$ cat src/rtl/ram_block_reader_if.sv
// Request, RAM read port and output stream bundle for the burst read engine.
interface ram_block_reader_if #(
  parameter int unsigned DW = 16,
  parameter int unsigned AW = 8,
  parameter int unsigned LW = 8
);
  logic          start;
  logic [AW-1:0] base_addr;
  logic [LW-1:0] burst_len;
  logic          swap_bytes;
  logic          ram_rd_en;
  logic [AW-1:0] ram_addr;
  logic [DW-1:0] ram_rdata;
  logic [DW-1:0] out_data;
  logic          out_valid;
  logic          out_ready;
  logic          out_last;
  logic          busy;
  logic          done;

  modport master (
    input  start, base_addr, burst_len, swap_bytes, ram_rdata, out_ready,
    output ram_rd_en, ram_addr, out_data, out_valid, out_last, busy, done
  );

  modport slave (
    output start, base_addr, burst_len, swap_bytes, ram_rdata, out_ready,
    input  ram_rd_en, ram_addr, out_data, out_valid, out_last, busy, done
  );
endinterface

$ cat src/rtl/ram_block_reader.sv
// Burst read engine: reads consecutive RAM words and streams them out
// through a small shift FIFO whose head register drives the output port.
module ram_block_reader #(
  parameter int unsigned DW = 16,
  parameter int unsigned AW = 8,
  parameter int unsigned LW = 8,
  parameter int unsigned FD = 4
) (
  input  logic               clk,
  input  logic               rst,
  ram_block_reader_if.master bus
);
  localparam int unsigned CW = $clog2(FD + 1);

  typedef enum logic [1:0] {IDLE, READ, DRAIN} state_e;

  state_e        state_q, state_d;
  logic          rd_en_q, rd_en_d;
  logic          rd_last_q, rd_last_d;
  logic [AW-1:0] ram_addr_q, ram_addr_d;
  logic [AW-1:0] nxt_addr_q, nxt_addr_d;
  logic [LW-1:0] remaining_q, remaining_d;
  logic          swap_q, swap_d;
  logic          resp_q, resp_d;
  logic          resp_last_q, resp_last_d;
  logic          busy_q, busy_d;
  logic          done_q, done_d;
  logic [CW-1:0] count_q, count_d;
  logic [DW-1:0] data_q [FD];
  logic [DW-1:0] data_d [FD];
  logic          last_q [FD];
  logic          last_d [FD];
  logic          vld_q  [FD];
  logic          vld_d  [FD];

  logic          pop;
  logic          room;
  logic [CW-1:0] count_s;
  logic [CW:0]   occ;
  logic [DW-1:0] push_word;

  // Next-state, read issue and FIFO shift/insert logic.
  always_comb begin
    state_d     = state_q;
    rd_en_d     = 1'b0;
    rd_last_d   = 1'b0;
    ram_addr_d  = ram_addr_q;
    nxt_addr_d  = nxt_addr_q;
    remaining_d = remaining_q;
    swap_d      = swap_q;
    busy_d      = busy_q;
    done_d      = 1'b0;
    resp_d      = rd_en_q;
    resp_last_d = rd_last_q;
    data_d      = data_q;
    last_d      = last_q;
    vld_d       = vld_q;

    pop       = vld_q[0] & bus.out_ready;
    push_word = swap_q ? {bus.ram_rdata[DW/2-1:0], bus.ram_rdata[DW-1:DW/2]}
                       : bus.ram_rdata;

    // Pop shifts every entry toward the head.
    if (pop) begin
      for (int i = 0; i < int'(FD) - 1; i++) begin
        data_d[i] = data_q[i+1];
        last_d[i] = last_q[i+1];
        vld_d[i]  = vld_q[i+1];
      end
      data_d[FD-1] = '0;
      last_d[FD-1] = 1'b0;
      vld_d[FD-1]  = 1'b0;
    end
    count_s = count_q - CW'(pop);

    // Returning RAM word lands in the first free slot after the pop.
    if (resp_q) begin
      for (int i = 0; i < int'(FD); i++) begin
        if (CW'(i) == count_s) begin
          data_d[i] = push_word;
          last_d[i] = resp_last_q;
          vld_d[i]  = 1'b1;
        end
      end
    end
    count_d = count_s + CW'(resp_q);

    // A new read needs a slot beyond stored words and the read now on the bus.
    occ  = (CW+1)'(count_d) + (CW+1)'(rd_en_q);
    room = occ < (CW+1)'(FD);

    case (state_q)
      IDLE: begin
        if (bus.start) begin
          if (bus.burst_len != '0) begin
            state_d     = READ;
            busy_d      = 1'b1;
            rd_en_d     = 1'b1;
            rd_last_d   = (bus.burst_len == LW'(1));
            ram_addr_d  = bus.base_addr;
            nxt_addr_d  = bus.base_addr + AW'(1);
            remaining_d = bus.burst_len - LW'(1);
            swap_d      = bus.swap_bytes;
          end else begin
            done_d = 1'b1;
          end
        end
      end
      READ: begin
        if (remaining_q == '0) begin
          state_d = DRAIN;
        end else if (room) begin
          rd_en_d     = 1'b1;
          rd_last_d   = (remaining_q == LW'(1));
          ram_addr_d  = nxt_addr_q;
          nxt_addr_d  = nxt_addr_q + AW'(1);
          remaining_d = remaining_q - LW'(1);
        end
      end
      DRAIN: begin
        if (pop && last_q[0]) begin
          state_d = IDLE;
          busy_d  = 1'b0;
          done_d  = 1'b1;
        end
      end
      default: state_d = IDLE;
    endcase
  end

  // State and datapath registers with synchronous reset.
  always_ff @(posedge clk) begin
    if (rst) begin
      state_q     <= IDLE;
      rd_en_q     <= 1'b0;
      rd_last_q   <= 1'b0;
      ram_addr_q  <= '0;
      nxt_addr_q  <= '0;
      remaining_q <= '0;
      swap_q      <= 1'b0;
      resp_q      <= 1'b0;
      resp_last_q <= 1'b0;
      busy_q      <= 1'b0;
      done_q      <= 1'b0;
      count_q     <= '0;
      for (int i = 0; i < int'(FD); i++) begin
        data_q[i] <= '0;
        last_q[i] <= 1'b0;
        vld_q[i]  <= 1'b0;
      end
    end else begin
      state_q     <= state_d;
      rd_en_q     <= rd_en_d;
      rd_last_q   <= rd_last_d;
      ram_addr_q  <= ram_addr_d;
      nxt_addr_q  <= nxt_addr_d;
      remaining_q <= remaining_d;
      swap_q      <= swap_d;
      resp_q      <= resp_d;
      resp_last_q <= resp_last_d;
      busy_q      <= busy_d;
      done_q      <= done_d;
      count_q     <= count_d;
      data_q      <= data_d;
      last_q      <= last_d;
      vld_q       <= vld_d;
    end
  end

  assign bus.ram_rd_en = rd_en_q;
  assign bus.ram_addr  = ram_addr_q;
  assign bus.out_data  = data_q[0];
  assign bus.out_valid = vld_q[0];
  assign bus.out_last  = last_q[0];
  assign bus.busy      = busy_q;
  assign bus.done      = done_q;
endmodule
$ cat src/flat_wrapper.sv
// flat-port wrapper written by rule: the top's interface ports become plain ports
module ram_block_reader_flat 
#(
  parameter int unsigned DW = 16,
  parameter int unsigned AW = 8,
  parameter int unsigned LW = 8,
  parameter int unsigned FD = 4
)
  (clk, rst, bus_start, bus_base_addr, bus_burst_len, bus_swap_bytes, bus_ram_rdata, bus_out_ready, bus_ram_rd_en, bus_ram_addr, bus_out_data, bus_out_valid, bus_out_last, bus_busy, bus_done);
  ram_block_reader_if #(.DW(DW), .AW(AW), .LW(LW)) bus_i ();
  input  logic clk;
  input  logic rst;
  input wire logic [$bits(bus_i.start)-1:0] bus_start;
  input wire logic [$bits(bus_i.base_addr)-1:0] bus_base_addr;
  input wire logic [$bits(bus_i.burst_len)-1:0] bus_burst_len;
  input wire logic [$bits(bus_i.swap_bytes)-1:0] bus_swap_bytes;
  input wire logic [$bits(bus_i.ram_rdata)-1:0] bus_ram_rdata;
  input wire logic [$bits(bus_i.out_ready)-1:0] bus_out_ready;
  output wire logic [$bits(bus_i.ram_rd_en)-1:0] bus_ram_rd_en;
  output wire logic [$bits(bus_i.ram_addr)-1:0] bus_ram_addr;
  output wire logic [$bits(bus_i.out_data)-1:0] bus_out_data;
  output wire logic [$bits(bus_i.out_valid)-1:0] bus_out_valid;
  output wire logic [$bits(bus_i.out_last)-1:0] bus_out_last;
  output wire logic [$bits(bus_i.busy)-1:0] bus_busy;
  output wire logic [$bits(bus_i.done)-1:0] bus_done;
  assign bus_i.start = bus_start;
  assign bus_i.base_addr = bus_base_addr;
  assign bus_i.burst_len = bus_burst_len;
  assign bus_i.swap_bytes = bus_swap_bytes;
  assign bus_i.ram_rdata = bus_ram_rdata;
  assign bus_i.out_ready = bus_out_ready;
  assign bus_ram_rd_en = bus_i.ram_rd_en;
  assign bus_ram_addr = bus_i.ram_addr;
  assign bus_out_data = bus_i.out_data;
  assign bus_out_valid = bus_i.out_valid;
  assign bus_out_last = bus_i.out_last;
  assign bus_busy = bus_i.busy;
  assign bus_done = bus_i.done;
  ram_block_reader #(.DW(DW), .AW(AW), .LW(LW), .FD(FD)) u_core (.clk(clk), .rst(rst), .bus(bus_i));
endmodule
$ cat config.mk
export PLATFORM = sky130hd
export DESIGN_NAME = ram_block_reader_flat
export DESIGN_NICKNAME = d
export VERILOG_FILES = /design/src/rtl/ram_block_reader_if.sv /design/src/rtl/ram_block_reader.sv /design/src/flat_wrapper.sv
export SDC_FILE = /design/constraint.sdc
export NUM_CORES = 1
export LEC_CHECK = 0
export ABC_AREA = 1
export CORE_AREA = 4 4 158 99
export CTS_CLUSTER_SIZE = 20
export DETAILED_ROUTE_END_ITERATION = 16
export DIE_AREA = 0 0 162 103
export GPL_ROUTABILITY_DRIVEN = 0
export HOLD_SLACK_MARGIN = 0.12
export PLACE_DENSITY_LB_ADDON = 0.3
export SLEW_MARGIN = 20
export SYNTH_ARGS = -nofsm -noshare
export SYNTH_HDL_FRONTEND = slang
export SYNTH_SLANG_ARGS = --single-unit
$ cat constraint.sdc
create_clock -name clk -period 1.9 [get_ports clk]
set_clock_uncertainty 0.1 [all_clocks]
set_input_delay 0.19 -clock clk [delete_from_list [all_inputs] [get_ports clk]]
set_output_delay 0.19 -clock clk [all_outputs]
set_load 0.05 [all_outputs]
# == Word level (Yosys, flattened, before mapping) ==
# Cells that the tools add are included.
# totals
input_bits,37
output_inout_bits,29
ff_bits,108
# op_classes
eq_ne,13
addsub,7
n_bitwise,1
muxes,57
n_lt_le_gt_ge,1
reduce_logical,11
# op_table
cell,n
two-way mux 64 bit,2
two-way mux 8 bit,12
two-way mux 16 bit,5
one-hot mux 8 bit (2 select lines),3
two-way mux 1 bit,22
"adder 8 x 1 -> 8 bit, second input constant",2
"== test 8 x 1 -> 1 bit, second input constant",2
two-way mux 4 bit,4
"subtractor 8 x 1 -> 8 bit, second input constant",2
zero test 8 bit,1
two-way mux 2 bit,4
"inequality test 2 x 1 -> 1 bit, second input constant",4
one-hot mux 1 bit (2 select lines),4
AND reduction 4 bit,2
nonzero test 8 bit,1
"== test 2 x 3 -> 1 bit, first input constant",2
one-hot mux 2 bit (3 select lines),1
AND reduction 5 bit,1
adder 3 x 1 -> 4 bit,1
"< comparator 4 x 3 -> 1 bit, second input constant",1
"inequality test 2 bit, second input constant",2
nonzero test 2 bit,2
adder 3 x 1 -> 3 bit,1
"== test 1 x 3 -> 1 bit, first input constant",1
8 further kinds,8

# == Logic depth before layout (Yosys ltp) ==
# logic_depth
word_depth,8
mapped_depth,15
depth_no_buf,14

# == Worst setup path before layout ==
# Ideal clock, no wire load.
# synth_path
path_type,register -> register
start,register u_core.vld_q (netlist bit u_core.bus.out_valid)
end,register u_core.remaining_q[5]
required_ns,1.672
synth_period_minus_slack_ns,2.311
arrival_time_ns,2.083
setup_time_ns,0.128
slack_ns,-0.411
path_stages_with_launch,13
cell_sequence,dfxtp_1 nand3_1 inv_1 ha_1 nor2_2 nand3_2 nand2_2 nand2_2 o21bai_4 buf_4 nand2_1 nand2_1 nor2_1
# synth_via
elab_chain_len,7
# synth_lines
item,line_no,source
start: declaration,ram_block_reader.sv:33,logic vld_q [FD];
start signal: assignment,ram_block_reader.sv:166,vld_q <= vld_d;
bitwise AND 1 bit,ram_block_reader.sv:59,pop = vld_q[0] & bus.out_ready;
subtractor 3 x 1 -> 3 bit,ram_block_reader.sv:74,count_s = count_q - CW'(pop);
adder 3 x 1 -> 3 bit,ram_block_reader.sv:86,count_d = count_s + CW'(resp_q);
adder 3 x 1 -> 4 bit,ram_block_reader.sv:89,occ = (CW+1)'(count_d) + (CW+1)'(rd_en_q);
< comparator 4 x 3 -> 1 bit,ram_block_reader.sv:90,room = occ < (CW+1)'(FD);
inequality test 2 x 1 -> 1 bit (no line),--,
AND reduction 5 bit (no line),--,
end signal: assignment,ram_block_reader.sv:157,remaining_q <= remaining_d;
end: declaration,ram_block_reader.sv:22,"logic [LW-1:0] remaining_q, remaining_d;"
# Every way passes these cells.
# A chain may end at the register's enable or synchronous reset.

# == Worst setup path after layout ==
# layout_path
start,register u_core.count_q[0]
end,register u_core.nxt_addr_q[5]
# layout_via
elab_chain_len,6
# layout_lines
item,line_no,source
start: declaration,ram_block_reader.sv:28,"logic [CW-1:0] count_q, count_d;"
start signal: assignment,ram_block_reader.sv:163,count_q <= count_d;
subtractor 3 x 1 -> 3 bit,ram_block_reader.sv:74,
adder 3 x 1 -> 3 bit,ram_block_reader.sv:86,
adder 3 x 1 -> 4 bit,ram_block_reader.sv:89,
< comparator 4 x 3 -> 1 bit,ram_block_reader.sv:90,
inequality test 2 x 1 -> 1 bit (no line),--,
AND reduction 5 bit (no line),--,
end signal: assignment,ram_block_reader.sv:156,nxt_addr_q <= nxt_addr_d;
end: declaration,ram_block_reader.sv:21,"logic [AW-1:0] nxt_addr_q, nxt_addr_d;"
# Every way passes these cells.

==> impl_metrics.tcl <==
set metrics [dict create \
    min_to "u_core.resp_last_q" \
    clock_latency_ns 0.36 \
    antenna_found_initial 0 \
    synth-main-ff-cell "dfxtp_1" \
    async_reset_ff_share_pct 0 \
    hold_path_class "reg2reg" \
    hold_depth 2 \
    clk_pin_slew_ns 0.07 \
    avgViaCountPerCell 4.780 \
    synth_seq_area_share_pct 38.98 \
    slowest_delay_ns 0.33 \
    ant_nets 0 \
    end_kind "flop" \
    maxSlewHeadroom_pct 64.67 \
    layout-drive-gt1-share_pct 16.99 \
    cts_buffer_depth 2 \
    drt-initial-drc-count 450 \
    drcViolationCount 0 \
    synth-warning-count 0 \
    synth_edf_count 0 \
    timing_hold_violations_final 0 \
    cts_tree "yes" \
    synthesis.area_mm2 0.005547 \
    antennaDiodeCount 0 \
    crit_path_top_delay_cell "dfxtp_2" \
    cts_inserted_buffers 9 \
    drv_slew 0 \
    crit_fanout 7 \
    crit_chain "inv_2 > nand3_2 > inv_2 > ha_4 > nor2_4 > nand3_2 > nand2_2 > buf_4 > nand4_4 > clkbuf_16 > nand3_1 > nand2_1 > nor2_1" \
    worst_slew_pin_slew_ns 0.5282 \
    drt-pass1-iter-count 7 \
    cp_data_required_time_ns 2.09 \
    rr_startpoint "u_core.count_q[0]" \
    ys_ff_latch 108 \
    rr_worst_depth 13 \
    reg2reg_slack_ns 0.02 \
    arrival_ns 2.07 \
    syn-num-nets 826 \
    grtUsageTotal_pct 16.75 \
    grt_pass1_wl_um 22710 \
    htree_levels 3 \
    final.period_utilization_pct 98.91 \
    hpwl_um 9402 \
    critical_path_class "reg2reg" \
    fp-row-count 34 \
    fin_ws_ns 0.02067 \
    min_period_ns 1.879 \
    rsz0062_at_grt "true" \
    cts_root_buf "clkbuf_16" \
    reg2reg_to "u_core.nxt_addr_q[5]" \
    syn_inst 783 \
    ys_top_cells_by_area "dfxtp_1 39%, nand2_1 13%, o21ai_0 8.4%, a21oi_1 7.5%, nor2_1 4.7%" \
    dieArea_mm2 0.01669 \
    placeableCoreArea_mm2 0.01421 \
    final-setup-viol-count 0 \
    wl_per_cell_um 13.22 \
    fillers 1383 \
    clock_sinks 108 \
    avgSynthCellArea_um2 7.084 \
    max_cap_viol_count 0 \
    grt_max_degree 58 \
    ys_types 39 \
    synth_largest_area_cell "dfxtp_1" \
    io-pin-count 66 \
    hold_start "u_core.rd_last_q" \
    port_buffers 65 \
    num_vias 5139 \
    die-height_um 103 \
    power.density_mw_per_mm2 878.5 \
    worstSetupStartpointType "flop" \
    status "finished clean" \
    grt-ovfl-total 0 \
    dp_slack_ns -0.3188 \
    dieWidth_um 162 \
    nets 915 \
    start_util_pct 39.04 \
    synth_top_area_share_pct 38.98 \
    wl_um 14210 \
    syn_to_final_growth_pct 30.57 \
    fmax_ghz 0.5321 \
    ir_worst_vdd_uv 471.2 \
    p_leak_nw 2.994 \
    cts_hold_buf 0 \
    hold_ws_ns 0.3089 \
    grt_pass1_vias 4469 \
    tns_ns 0 \
]
## worst max-delay path: cells and delay by family, from the launching register on
kind / cells / cell delay, ns
adders and majority gates: 1 / 0.21
buffers and inverters: 4 / 0.46
DFF: 1 / 0.33
and+or+nand+nor: 8 / 0.72
## cells in the mapped netlist, drive strengths merged (2+ instances only)
library cell and n:
nor3 5, xnor2 2, mux2i 14, xor2 4, buf 38, o21ai 101, a211oi 17, nor2 78
ha 6, nand3b 2, a21oi 83, nand4 3, clkbuf 24, dfxtp 108, nand3 29, inv 62
or2 4, nand2 196, o21a 2
## power breakdown
group          switching [mW]  leakage [nW]  total [mW]  internal, mW
combinational            1.16          1.97        1.97         0.807
clock                   0.931         0.140        1.85         0.920
sequential              0.102         0.881        2.54          2.44
## cells in the final DEF, fill, tap and decap left out, types with 3 or more instances in the layout
cell type,Yosys,final
inv_1,56,52
nor2_4,4,5
buf_12,0,12
ha_1,6,4
inv_6,0,4
clkbuf_16,0,12
nand2_2,4,10
nand2_4,5,8
buf_4,18,58
a21oi_1,83,83
inv_2,6,9
nor2_2,4,3
clkdlybuf4s50_1,0,63
nand3_1,25,23
nor3_1,3,3
o21ai_1,6,6
dfxtp_1,108,106
nand2_1,187,178
nor2_1,70,70
a211oi_1,17,16
xor2_1,4,4
buf_6,6,4
or2_2,4,4
nand3_2,3,4
mux2i_1,14,14
o21ai_0,93,93
## area by class of cell
class / count / area [µm²] / share of cell area (%)
tap: 198 / 247.7 / 3.421
multi-input combinational: 551 / 2879 / 39.75
inverter: 62 / 237.7 / 3.283
timing repair buffer: 140 / 1426 / 19.70
sequential: 108 / 2167 / 29.92
clock inverter: 6 / 55.05 / 0.7602
clock buffer: 10 / 229.0 / 3.162
## worst max-delay path by stage
| stage | depth (start not counted) | from | slack [ns] | to |
|---|---|---|---|---|
| after detailed placement | 13 | bus_out_ready | -0.32 | u_core.nxt_addr_q[0] |
| after floorplan | 12 | u_core.bus.out_valid | 0.003 | u_core.nxt_addr_q[6] |
| after global routing | 13 | u_core.count_q[0] | -0.08 | u_core.nxt_addr_q[6] |
| final | 13 | u_core.count_q[0] | 0.02 | u_core.nxt_addr_q[5] |
| after global placement | 13 | bus_out_ready | -0.26 | u_core.nxt_addr_q[0] |
| after CTS | 14 | u_core.count_q[0] | 0.002 | u_core.bus.ram_addr[2] |
## repair_timing
item / 4_1_cts / 5_1_grt
gates resized for setup: 11 / 19
endpoints found under the hold margin: 0 / 0
pin swaps: 6 / 13
setup endpoints to repair: 45 / 58
cloned: 2 / 3
buffers inserted: 6 / 1
## logic make-up after synthesis
group | count (synthesis) | synth area share [%]
buf+inv | 124 | 10.71
simple gates | 317 | 25.26
mux | 14 | 2.526
compound gates | 208 | 20.21
xor+xnor | 6 | 0.9474
fa+ha+maj | 6 | 1.353
flops | 108 | 38.98
## through the flow
stage | instances | power, mW | cell area, µm² | util, %
after floorplan | 783 | 3.817 | 5572 | -
after global placement | 1049 | 4.412 | 6738 | 47.42
after detailed placement | 1049 | 4.423 | 6738 | 47.42
after CTS | 1073 | 6.395 | 7148 | 50.31
after global routing | 1075 | 6.712 | 7242 | 50.97
final | 1075 | 6.362 | 7242 | 50.97
## per-layer routing
layer	global-route usage, %	share of wire [%]	vias to the layer above
li1	-	-	2728
met1	25.43	51	2275
met2	24.08	42	123
met3	3.356	5.8	13
met4	4.353	1.2	0
met5	0	0	-
## registers in the layout, indices dropped and copies added (netlist names), 2 cells and up
register / count
u_core.last_q: 3
u_core.bus.out_data: 16
u_core.nxt_addr_q: 8
u_core.remaining_q: 8
u_core.bus.ram_addr: 8
u_core.state_q: 2
u_core.data_q: 48
u_core.vld_q: 3
u_core.count_q: 3
(Power assumes the default switching activity.)
